`config.mk`:
```
export PLATFORM = sky130hd
export DESIGN_NAME = fxp_divider
export DESIGN_NICKNAME = d
export VERILOG_FILES = /design/src/rtl/fxp_divider.sv
export SDC_FILE = /design/constraint.sdc
export NUM_CORES = 1
export LEC_CHECK = 0
export CAP_MARGIN = 20
export CORE_MARGIN = 4
export CORE_UTILIZATION = 47
export DETAILED_ROUTE_END_ITERATION = 10
export PLACE_DENSITY = 0.7
export REMOVE_ABC_BUFFERS = 1
export SLEW_MARGIN = 20
export SYNTH_ARGS = -nofsm -noshare
export SYNTH_HDL_FRONTEND = slang
export SYNTH_SLANG_ARGS = --single-unit
```
`constraint.sdc`:
```
create_clock -name clk -period 3.7 [get_ports clk]
set_clock_uncertainty 0.2 [all_clocks]
set_input_delay 0.925 -clock clk [delete_from_list [all_inputs] [get_ports clk]]
set_output_delay 0.925 -clock clk [all_outputs]
set_load 0.05 [all_outputs]
```
`src/rtl/fxp_divider.sv`:
```
// fxp_divider: sequential signed fixed-point divider, out = in1 / in2.
// Restoring shift-subtract division, one quotient bit per cycle, with
// truncation toward zero, saturation on overflow and divide-by-zero flag.
//
// Ports:
//   clk    - clock, rising edge
//   rst    - synchronous active-high reset
//   start  - request; operands sampled when start=1 and not busy
//   in1    - signed dividend, Q(WI1.WF1)
//   in2    - signed divisor,  Q(WI2.WF2)
//   busy   - high from the cycle after an accepted start through done
//   done   - one-cycle pulse; out/OVF/DBZ valid from this cycle
//   out    - signed quotient, Q(WIO.WFO), held until the next done
//   OVF    - result saturated (includes divide-by-zero)
//   DBZ    - divisor was zero
module fxp_divider #(
    parameter int WI1 = 5,
    parameter int WF1 = 4,
    parameter int WI2 = 7,
    parameter int WF2 = 3,
    parameter int WIO = 8,
    parameter int WFO = 4
) (
    input  logic                   clk,
    input  logic                   rst,
    input  logic                   start,
    input  logic [WI1+WF1-1:0]     in1,
    input  logic [WI2+WF2-1:0]     in2,
    output logic                   busy,
    output logic                   done,
    output logic [WIO+WFO-1:0]     out,
    output logic                   OVF,
    output logic                   DBZ
);
    localparam int W1   = WI1 + WF1;
    localparam int W2   = WI2 + WF2;
    localparam int QW   = WIO + WFO;
    localparam int SH   = WFO + WF2 - WF1;   // aligns dividend so Q lands in output format
    localparam int NB   = W1 + SH;           // quotient bits iterated
    localparam int CNTW = $clog2(NB + 1);
    // Compare width wide enough for both the full quotient and the limits.
    localparam int CW   = ((NB > QW) ? NB : QW) + 1;

    localparam logic [CW-1:0] C_MAXP = (CW'(1) << (QW - 1)) - CW'(1);
    localparam logic [CW-1:0] C_MINM = CW'(1) << (QW - 1);
    localparam logic [QW-1:0] O_MAX  = {1'b0, {(QW-1){1'b1}}};
    localparam logic [QW-1:0] O_MIN  = {1'b1, {(QW-1){1'b0}}};

    typedef enum logic [1:0] {S_IDLE, S_CALC, S_FIX, S_DONE} state_t;

    state_t          r_state;
    logic            r_sgn;
    logic            r_neg1;
    logic            r_dbz;
    logic [NB-1:0]   r_n;
    logic [W2-1:0]   r_d;
    logic [W2:0]     r_r;
    logic [NB-1:0]   r_q;
    logic [CNTW-1:0] r_cnt;

    logic [W1-1:0]   w_a;
    logic [W2-1:0]   w_d;
    logic [W2:0]     w_rsh;
    logic            w_ge;
    logic [CW-1:0]   w_qx;

    // Magnitudes as unsigned: the most negative value maps to 2^(W-1), which
    // still fits because the result is read unsigned.
    assign w_a   = in1[W1-1] ? -in1 : in1;
    assign w_d   = in2[W2-1] ? -in2 : in2;
    // Remainder stays below D after every step, so its low W2 bits suffice.
    assign w_rsh = {r_r[W2-1:0], r_n[NB-1]};
    assign w_ge  = (w_rsh >= {1'b0, r_d});
    assign w_qx  = CW'(r_q);

    always_ff @(posedge clk) begin
        if (rst) begin
            r_state <= S_IDLE;
            r_sgn   <= 1'b0;
            r_neg1  <= 1'b0;
            r_dbz   <= 1'b0;
            r_n     <= '0;
            r_d     <= '0;
            r_r     <= '0;
            r_q     <= '0;
            r_cnt   <= '0;
            busy    <= 1'b0;
            done    <= 1'b0;
            out     <= '0;
            OVF     <= 1'b0;
            DBZ     <= 1'b0;
        end else begin
            done <= 1'b0;
            case (r_state)
                S_IDLE: begin
                    if (start) begin
                        r_sgn   <= in1[W1-1] ^ in2[W2-1];
                        r_neg1  <= in1[W1-1];
                        r_dbz   <= (in2 == '0);
                        r_n     <= NB'(w_a) << SH;
                        r_d     <= w_d;
                        r_r     <= '0;
                        r_q     <= '0;
                        r_cnt   <= CNTW'(NB);
                        busy    <= 1'b1;
                        r_state <= (in2 == '0) ? S_FIX : S_CALC;
                    end
                end
                S_CALC: begin
                    r_n <= r_n << 1;
                    if (w_ge) begin
                        r_r <= w_rsh - {1'b0, r_d};
                        r_q <= {r_q[NB-2:0], 1'b1};
                    end else begin
                        r_r <= w_rsh;
                        r_q <= {r_q[NB-2:0], 1'b0};
                    end
                    r_cnt <= r_cnt - CNTW'(1);
                    if (r_cnt == CNTW'(1))
                        r_state <= S_FIX;
                end
                S_FIX: begin
                    if (r_dbz) begin
                        out <= r_neg1 ? O_MIN : O_MAX;
                        OVF <= 1'b1;
                        DBZ <= 1'b1;
                    end else if (!r_sgn && (w_qx > C_MAXP)) begin
                        out <= O_MAX;
                        OVF <= 1'b1;
                        DBZ <= 1'b0;
                    end else if (r_sgn && (w_qx > C_MINM)) begin
                        out <= O_MIN;
                        OVF <= 1'b1;
                        DBZ <= 1'b0;
                    end else begin
                        // Negating zero gives zero, so -0 needs no special case.
                        out <= r_sgn ? -w_qx[QW-1:0] : w_qx[QW-1:0];
                        OVF <= 1'b0;
                        DBZ <= 1'b0;
                    end
                    done    <= 1'b1;
                    r_state <= S_DONE;
                end
                S_DONE: begin
                    busy    <= 1'b0;
                    r_state <= S_IDLE;
                end
                default: r_state <= S_IDLE;
            endcase
        end
    end
endmodule

```
==> results of run 1 <==
registers in the layout, indices dropped and copies added (netlist names):
name,flops
busy,1
r_dbz,1
r_q,12
r_n,9
OVF,1
r_sgn,1
r_r,10
r_state,2
DBZ,1
out,12
r_cnt,4
done,1
r_d,10
r_neg1,1
cells in the mapped netlist (2+ instances only):
| master | n | area [um^2] |
|---|---|---|
| xor2_1 | 15 | 131 |
| o31ai_1 | 6 | 45.0 |
| ha_1 | 19 | 238 |
| a21boi_0 | 4 | 30.0 |
| o21ai_0 | 17 | 85.1 |
| o21ai_1 | 13 | 65.1 |
| nand3b_1 | 2 | 15.0 |
| or4_1 | 2 | 15.0 |
| nor2_1 | 53 | 199 |
| nor4b_1 | 2 | 17.5 |
| clkbuf_1 | 24 | 90.1 |
| nand2_1 | 53 | 199 |
| a22oi_1 | 14 | 105 |
| o211ai_1 | 8 | 60.1 |
| inv_1 | 27 | 101 |
| nor2b_1 | 4 | 25.0 |
| mux2i_1 | 15 | 150 |
| mux2_2 | 2 | 22.5 |
| nor4_1 | 3 | 18.8 |
| a311oi_1 | 2 | 17.5 |
| nand2b_1 | 8 | 50.1 |
| nand4_1 | 5 | 31.3 |
| a22o_1 | 6 | 52.6 |
| dfxtp_1 | 66 | 1320 |
| xnor2_1 | 11 | 96.3 |
| a211oi_1 | 16 | 120 |
| a21oi_1 | 28 | 140 |
| nand3_1 | 4 | 20.0 |
| and2_1 | 3 | 18.8 |
| or3_1 | 2 | 12.5 |
| nor3_1 | 9 | 45.0 |
cell type report:
class                           instances  area, um^2
Timing Repair Buffer                   45         430
Multi-Input combinational cell        344        2210
Clock inverter                          3        65.1
Tap cell                              102         128
Inverter                               27         101
Clock buffer                           12         135
Fill cell                             710        3340
Sequential cell                        66        1320
final timing paths:
path / startpoint / to / slack (ns)
max: r_q[1] / out[8] / 0.94
min reg2reg: out[10] / out[10] / 0.25
max reg2reg: r_q[1] / out[8] / 0.94
min: out[10] / out[10] / 0.25
metrics by stage:
| stage | setup slack (ns) | cells | utilization |
|---|---|---|---|
| 5_1_grt | 0.834 | 599 | 0.568 |
| 3_5_place_dp | 0.702 | 584 | 0.542 |
| 2_1_floorplan | 0.967 | 437 | - |
| 4_1_cts | 0.951 | 599 | 0.568 |
| 3_3_place_gp | 0.743 | 584 | 0.542 |
| 6_report | 0.942 | 599 | 0.568 |
logic make-up after synthesis:
logic type               Yosys count
adder cells (fa/ha/maj)           20
AND/OR/NAND/NOR                  157
buffers and inverters             54
flip-flops                        66
XOR/XNOR                          26
AO/OA/AOI/OAI                    124
multiplexers                      17
layer usage:
layer	global-route usage	share of wire
met5	0	0
met4	0.0680	0.0067
met3	0.0431	0.041
met2	0.281	0.46
met1	0.229	0.49
critical path, cell delays in order (launching register included):
cell and delay [ns]:
dfxtp_1 0.37, inv_1 0.09, ha_1 0.19, or4b_1 0.46
or3_1 0.36, or4_4 0.45, o211a_4 0.28, nand2b_4 0.15
o21ai_1 0.15
power by group:
part / switching, mW / total [mW] / internal [mW]
Clock: 0.261 / 0.637 / 0.376
Combinational: 0.978 / 1.69 / 0.714
Sequential: 0.0989 / 0.942 / 0.843
placed cells by master, fill, tap and decap left out, drive strengths merged, types with 3 or more instances in the layout:
| cell | instances |
|---|---|
| o211ai | 8 |
| o21ai | 30 |
| a22oi | 14 |
| buf | 8 |
| nand4 | 5 |
| and2 | 3 |
| xor2 | 15 |
| a21boi | 4 |
| a22o | 6 |
| ha | 19 |
| clkdlybuf4s50 | 37 |
| o31ai | 6 |
| inv | 27 |
| nand2 | 53 |
| nor4 | 3 |
| a21oi | 28 |
| nor2b | 4 |
| or4 | 3 |
| nor2 | 53 |
| xnor2 | 11 |
| clkbuf | 12 |
| dfxtp | 66 |
| nand3 | 4 |
| nor3 | 9 |
| nand2b | 9 |
| a211oi | 16 |
| mux2i | 15 |
==> run metrics, run 1 <==
Die Ht=~97 um; Synth Area in XOR/XNOR=0.0610; cts bufs inserted=9; required time worst endpoint=between 3 and 4 ns; cell leakage power=1.72 nW; Die X=between 90 and 100 um; drt first-iter violations=64; root buf cell=clkbuf_8; share of cells above drive strength 1=0.0523; Worst-Skew Late Latency=around 0.33 ns; sequential area share after synthesis=0.354; outcome=completed; Port Buffers=37; maximum VDD drop=~280 uV; Max Slew Vio Count=0; Synth Cell Area=roughly 0.0037 mm^2; Bufs on Longest Clock Path=2; number of global-route vias before repair=about 3100; PostCTS Resize Cnt=0; synth warn=0; Via-to-Cell Ratio=between 5 and 6; Final Power=3.27 mW; Achievable Freq=between 0.3 and 0.4 GHz; core area=between 0.007 and 0.008 mm^2; Die Area=around 0.0094 mm^2; kind of critical path=register to register; initial antenna violation count=0; Top Ports=38; CP endpoint kind=register; Final Hold Vio Count=0; grt ovf=0; RSZ-0062 raised after global routing=no; Tot GR Track Use=0.176; largest net degree at the start of global routing=23; Site Rows=32; Worst-path clk slew=0.07 ns; via count=around 3300; Mapped Cells=about 460; drt total wl=approximately 8.1 mm; Netlist cell types=between 50 and 60; Area Overhead vs Synth=17.5%; CTS tree=yes; Antenna Cells=0; Synth Area in Compound Gates=0.218; maxcap violations=0; worst hold-check path type=register to register; final setup violation count=0; P per Cell Area=around 750 mW/mm^2; Synth Area in Adders=0.0691; EDFF count, synth=0; Pre-antenna DRT Iters=4; final setup TNS=0 ns; largest family of logic cells by synthesized area=compound AO/OA/AOI/OAI gates; Worst Tran Pin Value=between 0.6 and 0.7 ns; Hold Slack=0.251 ns; hold path cells=2; Reg2Reg Depth=8; Post-DRT Antenna Nets=0; Top FF cell, synth=dfxtp_1; Seq cells post-synth=66; syn avg cell area=8.04 um^2; mux share of post-synthesis cell area=0.0463; DRC=0; postcts setup bufs=0; NumNets Final=535; fraction of registers with async set or reset after synthesis=0; period utilisation layout=0.745; routed len/inst=roughly 14 um; first-pass GRT wire length=14.0 mm; Placer Congestion=just under 0.9; relative slew slack=0.544; Post-Synth Simple-Gate Area=0.197; Period minus WS final=2.76 ns; Initial Utilization=0.483; clk sink count=66; dpl hpwl=6.03 mm; H-Tree Depth=3; critical path arrival=2.82 ns; Startpoint Class=register; crit-path max FO=8; placed cell area=approximately 0.0042 mm^2; final instance area=around 0.0044 mm^2; Post-CTS Hold Fix Bufs=0
No activity file was read; power rests on OpenSTA's default activity.
==> run 2: changes to the inputs <==
- PLACE_DENSITY: 0.7 -> 0.73
- clock period: 3.7 -> 2.3 ns (I/O delays scaled with it)
==> run 2 against run 1 <==
The run now ends with negative setup slack left. Critical endpoint is now out[7]. Combinational power grew 110%. Clock-buffer cell count unchanged. Non-clock buffer count rose by 64. Critical path type unchanged. Global-route usage up 1.6 points. Core utilization rose by 9.1 points.
==> run metrics, run 2 (same netlist as run 1, synthesis figures left out) <==
initial antenna violation count=0 (unchanged); required time worst endpoint=2.37 ns (-1.39 ns); Via-to-Cell Ratio=5.40 (-0.62%); Max Slew Vio Count=0 (unchanged); cell leakage power=2.22 nW (+29%); largest net degree at the start of global routing=24 (+4.3%); Post-CTS Hold Fix Bufs=0 (unchanged); Area Overhead vs Synth=36.4%; kind of critical path=register to register; Final Hold Vio Count=0 (unchanged); number of global-route vias before repair=3532 (+13%); Worst-Skew Late Latency=0.34 ns (about the same); worst hold-check path type=register to register; failing checks=negative setup slack; RSZ-0062 raised after global routing=yes; dpl hpwl=6.30 mm (+4.5%); crit-path max FO=8 (unchanged); total net switching power=2.36 mW (+76%); Comb power frac=0.563 (+0.046); root buf cell=clkbuf_8; DRC=0 (unchanged); outcome=finished, violations left; period utilisation layout=1.14 (+0.398); Die Ht=97.1 um (unchanged); H-Tree Depth=3 (unchanged); Period minus WS final=2.63 ns (-0.128 ns); cts bufs inserted=9 (unchanged); routed len/inst=13.7 um (+1.1%); Tot GR Track Use=0.192 (+0.0160); R2R setup slack=-0.33 ns (-1.27 ns); drt total wl=9.08 mm (+12%); Port Buffers=37 (unchanged); Initial Utilization=0.483 (unchanged); CP endpoint kind=register; relative slew slack=0.597 (+0.0530); CP bufs+invs=1 (unchanged); Bufs on Longest Clock Path=2 (unchanged); core area=0.00773 mm^2 (unchanged); P_int=3.84 mW (+99%); critical path arrival=2.70 ns (-0.12 ns); drt first-iter violations=74 (+16%); Final Util=0.659 (+0.0913); Worst path top cell family by delay=simple AND/OR/NAND/NOR gates; Top Ports=38 (unchanged); Worst-path clk slew=0.07 ns (about the same); clk sink count=66 (unchanged); Hold Slack=0.246 ns (-0.00573 ns); CTS tree=yes; share of cells above drive strength 1=0.214 (+0.161); worst stage delay on the critical path=0.46 ns (about the same); via count=3587 (+10%); Sw Ratio=0.380 (-0.0289); Antenna Cells=0 (unchanged); first-pass GRT wire length=15.3 mm (+10%); grt ovf=0 (unchanged); maximum VDD drop=694 uV (+150%); most common cell after layout, fill and taps aside=buf_4; Die X=97.1 um (unchanged); CP max stage cell=or4b_4; worst-path cell chain=inv_2 > ha_4 > or4b_4 > or3_4 > or4_4 > o211a_4 > nand2b_4 > o21ai_1; Placer Congestion=0.846 (-2.3%); Achievable Freq=0.380 GHz (+4.9%); Startpoint Class=register; worst setup margin=-0.330 ns (-1.27 ns); largest registers=out (12), r_q (12); final instance area=0.00509 mm^2 (+16%); NumNets Final=599 (+12%); P per Cell Area=1220 mW/mm^2 (+63%); placed cell area=0.00456 mm^2 (+8.8%); final setup violation count=11 (+11); Clock power frac=0.192 (-0.003); Post-DRT Antenna Nets=0 (unchanged); Worst Tran Pin Value=0.602 ns (-0.0817 ns); pre-CTS setup slack=-0.340 ns (-1.04 ns); Site Rows=32 (unchanged); Pre-antenna DRT Iters=4 (unchanged); maxcap violations=0 (unchanged); Die Area=0.00943 mm^2 (unchanged); most frequent cells in the layout=buf_4, dfxtp_1, nand2_1, nor2_1, clkdlybuf4s50_1; Seq pwr share=0.246 (-0.042)
[run 2: changes by cell type in the layout (fill, tap and decap cells not counted), moves of 5 or more]
cell	delta
a21oi_1	-6
clkdlybuf4s50_1	-8
a21oi_2	+5
buf_4	+62
dlymetal6s2s_1	+8
[run 2: final cells by class]
type / count / area, um^2
Multi-Input combinational cell: 344 / 2340
Sequential cell: 66 / 1320
Inverter: 27 / 101
Clock inverter: 4 / 98.8
Timing Repair Buffer: 109 / 956
Clock buffer: 12 / 145
Tap cell: 102 / 128
Fill cell: 623 / 2640
[run 2: final timing paths]
| check | cells after the start | to | start |
|---|---|---|---|
| setup / recovery | 8 | out[7] | r_q[0] |
| hold / removal | 2 | out[10] | out[10] |
| setup reg to reg | 8 | out[7] | r_q[0] |
| hold reg to reg | 2 | out[10] | out[10] |
[run 2: routing by layer]
layer  track usage  vias to the layer above  wire length (um)
met4        0.0778                        0               188
met1         0.233                     1687              4160
met2         0.335                       57              4440
li1              -                     1825                 -
met3        0.0337                       18               293
met5             0                        -                 0
[run 2: repair_timing]
| action | CTS | global route |
|---|---|---|
| buffers inserted | 15 | 3 |
| gates cloned | 0 | 0 |
| pin swaps | 1 | 11 |
| resized for setup | 12 | 29 |
| endpoints found under the setup margin | 15 | 31 |
[run 2: worst register-to-register path, stage by stage (launching register included)]
cell and delay [ns]:
dfxtp_2 0.33, inv_2 0.09, ha_4 0.14, or4b_4 0.46, or3_4 0.35, or4_4 0.43
o211a_4 0.29, nand2b_4 0.15, o21ai_1 0.13
[run 2: power by group through the flow]
stage,sequential [mW],clock [mW],combinational (mW)
finish,1.52,1.19,3.49
global placement,1.52,0,3.03
floorplan,1.57,0,1.89
detailed placement,1.53,0,3.09
CTS,1.51,1.20,3.25
global route,1.55,1.27,3.81
[run 2: per-stage QoR]
| stage | cells | total power, mW | TNS [ns] |
|---|---|---|---|
| 3_5_place_dp | 630 | 4.62 | -4.10 |
| 6_report | 664 | 6.19 | -3.36 |
| 2_1_floorplan | 437 | 3.46 | -9.44 |
| 5_1_grt | 664 | 6.63 | -4.19 |
| 4_1_cts | 661 | 5.97 | -2.70 |
| 3_3_place_gp | 630 | 4.55 | -2.91 |
==> run 3: changes to the inputs <==
- CORE_ASPECT_RATIO: unset -> 1.5
- CORE_UTILIZATION: 47 -> 24
- PLACE_DENSITY: 0.73 -> 0.44
==> run 3 against run 2 <==
The flow still finishes with violations (negative setup slack). Fmax rose by 1.7%. Non-clock buffer count is 1 lower. Clock power rose by 8%. First-iteration DRC count decreased by 12%. Sequential share of layout area down 0.77 points. Setup slack gained 0.045 ns. Power up 1.7%. Clock-buffer cell count down 1. Register-to-register slack gained 0.05 ns. Core utilization down 31 points. Combinational power is essentially flat.
==> run metrics, run 3 (same netlist as run 1, synthesis figures left out) <==
via count=3513 (-2.1%); Port Buffers=37 (unchanged); critical path arrival=2.64 ns (-0.06 ns); R2R setup slack=-0.28 ns (+0.05 ns); cell leakage power=2.19 nW (-1.5%); placed cell area=0.00475 mm^2 (+4.2%); worst-path cell chain=inv_2 > ha_4 > or4b_4 > or3_4 > or4_4 > o211a_4 > nand2b_4 > o21ai_2; Top Ports=38 (unchanged); maxcap violations=0 (unchanged); non-filler instance count after layout=758 (+14%); Reg2Reg Depth=8 (unchanged); Bufs on Longest Clock Path=2 (unchanged); R2R Path End=out[8]; root buf cell=clkbuf_16; Area Overhead vs Synth=40.8%; CP bufs+invs=1 (unchanged); first-pass GRT wire length=16.8 mm (+9.4%); worst setup margin=-0.285 ns (+0.0452 ns); Die X=110 um (+13%); outcome=finished, violations left; Worst path top cell family by delay=simple AND/OR/NAND/NOR gates; most frequent cells in the layout=buf_4, dfxtp_1, nand2_1, nor2_1, inv_1; FF-to-FF Start=r_q[1]; largest net degree at the start of global routing=22 (-8.3%); final setup violation count=11 (unchanged); required time worst endpoint=2.36 ns (about the same); worst stage delay on the critical path=0.45 ns (about the same); hold path cells=2 (unchanged); Hold Slack=0.248 ns (+0.00186 ns); Via-to-Cell Ratio=4.63 (-14%); RSZ-0062 raised after global routing=yes; cts bufs inserted=9 (unchanged); Initial Utilization=0.245 (-0.238); Antenna Cells=0 (unchanged); Startpoint Class=register; P_int=3.89 mW (+1.4%); P per Cell Area=1200 mW/mm^2 (-1.4%); kind of critical path=register to register; final instance area=0.00525 mm^2 (+3.2%); dpl hpwl=7.74 mm (+23%); placed cells=740 (+17%); Pre-antenna DRT Iters=4 (unchanged); Final Util=0.345 (-0.314); Worst-Skew Late Latency=0.32 ns (-0.02 ns); Die Area=0.0177 mm^2 (+87%); Post-CTS Hold Fix Bufs=0 (unchanged); initial antenna violation count=0 (unchanged); Post-DRT Antenna Nets=0 (unchanged); core area=0.0152 mm^2 (+97%); largest registers=out (12), r_q (12); clk sink count=66 (unchanged); Max Slew Vio Count=0 (unchanged); NumNets Final=598 (-0.17%); number of global-route vias before repair=3592 (+1.7%); relative slew slack=0.531 (-0.0658); most common cell after layout, fill and taps aside=buf_4; Final Hold Vio Count=0 (unchanged); DRC=0 (unchanged); total net switching power=2.41 mW (+2.2%); Period minus WS final=2.58 ns (-0.0452 ns); Hold EP=r_n[10]; Tot GR Track Use=0.117 (-0.0745); Comb power frac=0.557 (-0.006); drt total wl=9.85 mm (+8.5%); CTS tree=yes; failing checks=negative setup slack; Placer Congestion=0.751 (-11%); Worst Tran Pin Value=0.700 ns (+0.0984 ns); H-Tree Depth=3 (unchanged); period utilisation layout=1.12 (-0.0196); drt first-iter violations=65 (-12%); Die Ht=161 um (+66%); crit-path max FO=8 (unchanged); worst hold path startpoint=r_n[10]; Worst-path clk slew=0.05 ns (-0.02 ns); Sw Ratio=0.382 (+0.00193); grt ovf=0 (unchanged); Site Rows=55 (+72%); Clock power frac=0.204 (+0.012); CP endpoint kind=register; Achievable Freq=0.387 GHz (+1.7%); worst hold-check path type=register to register; maximum VDD drop=541 uV (-22%); routed len/inst=13.0 um (-5.0%); filler cell count=1589 (+160%); CP max stage cell=or4b_4; Seq pwr share=0.239 (-0.007); share of cells above drive strength 1=0.238 (+0.0244)
-- run 3: cell count changes in the layout (fill, tap and decap cells not counted), moves of 2 or more --
cell,delta
o21ai_2,+3
o21ai_1,-2
bufinv_16,-2
clkbuf_8,-10
a21oi_1,+2
clkbuf_16,+9
buf_4,+7
dlymetal6s2s_1,-5
clkdlybuf4s50_1,-6
buf_6,+3
a21oi_2,-3
-- run 3: cell type report --
class	instances	area, um^2	share of cell area
inverters	27	101	0.0193
repair buffers	108	920	0.175
well taps	199	249	0.0474
clock buffers	11	233	0.0443
multi-input cells	344	2380	0.454
clock inverters	3	42.5	0.00810
flip-flops and latches	66	1330	0.252
-- run 3: worst reg2reg max path, cell delays in order, from the launching register on --
cell	delay, ns
dfxtp_2	0.32
inv_2	0.06
ha_4	0.13
or4b_4	0.45
or3_4	0.34
or4_4	0.43
o211a_4	0.28
nand2b_4	0.17
o21ai_2	0.13
-- run 3: per-stage QoR --
stage	setup TNS, ns	total power [mW]	worst slack, ns
2_1_floorplan	-9.44	3.46	-0.433
5_1_grt	-3.34	6.80	-0.333
6_report	-2.63	6.30	-0.285
4_1_cts	-2.83	6.18	-0.285
3_3_place_gp	-4.81	4.72	-0.301
3_5_place_dp	-4.96	4.73	-0.332
-- run 3: metal layers --
layer / vias to the layer above / part of all wire / wire length [um] / GRT usage
met1: 1663 / 0.41 / 4080 / 0.133
li1: 1815 / - / - / -
met2: 27 / 0.55 / 5380 / 0.213
met3: 8 / 0.023 / 228 / 0.0209
met5: - / 0 / 0 / 0
met4: 0 / 0.017 / 167 / 0.0454
-- run 3: worst max path at each step --
stage | slack (ns) | from | endpoint | depth (start not counted)
after detailed placement | -0.33 | r_q[0] | out[3] | 8
after CTS | -0.29 | r_q[1] | out[8] | 8
final | -0.28 | r_q[1] | out[8] | 8
after global placement | -0.30 | r_q[0] | out[3] | 8
after global routing | -0.33 | r_q[1] | out[8] | 8
after floorplan | -0.43 | r_d[4] | r_r[0] | 8
-- run 3: power by group through the flow --
stage / logic, mW / registers [mW] / clock network (mW)
finish: 3.51 / 1.50 / 1.28
global route: 3.90 / 1.54 / 1.37
CTS: 3.35 / 1.50 / 1.32
detailed placement: 3.21 / 1.52 / 0
global placement: 3.20 / 1.52 / 0
floorplan: 1.89 / 1.57 / 0
-- run 3: repair_timing --
action | 4_1_cts | 5_1_grt
setup buffers | 3 | 1
pin swaps | 6 | 5
resized for setup | 19 | 29
endpoints found under the setup margin | 23 | 25
cloned | 0 | 0
endpoints found under the hold margin | 0 | 0
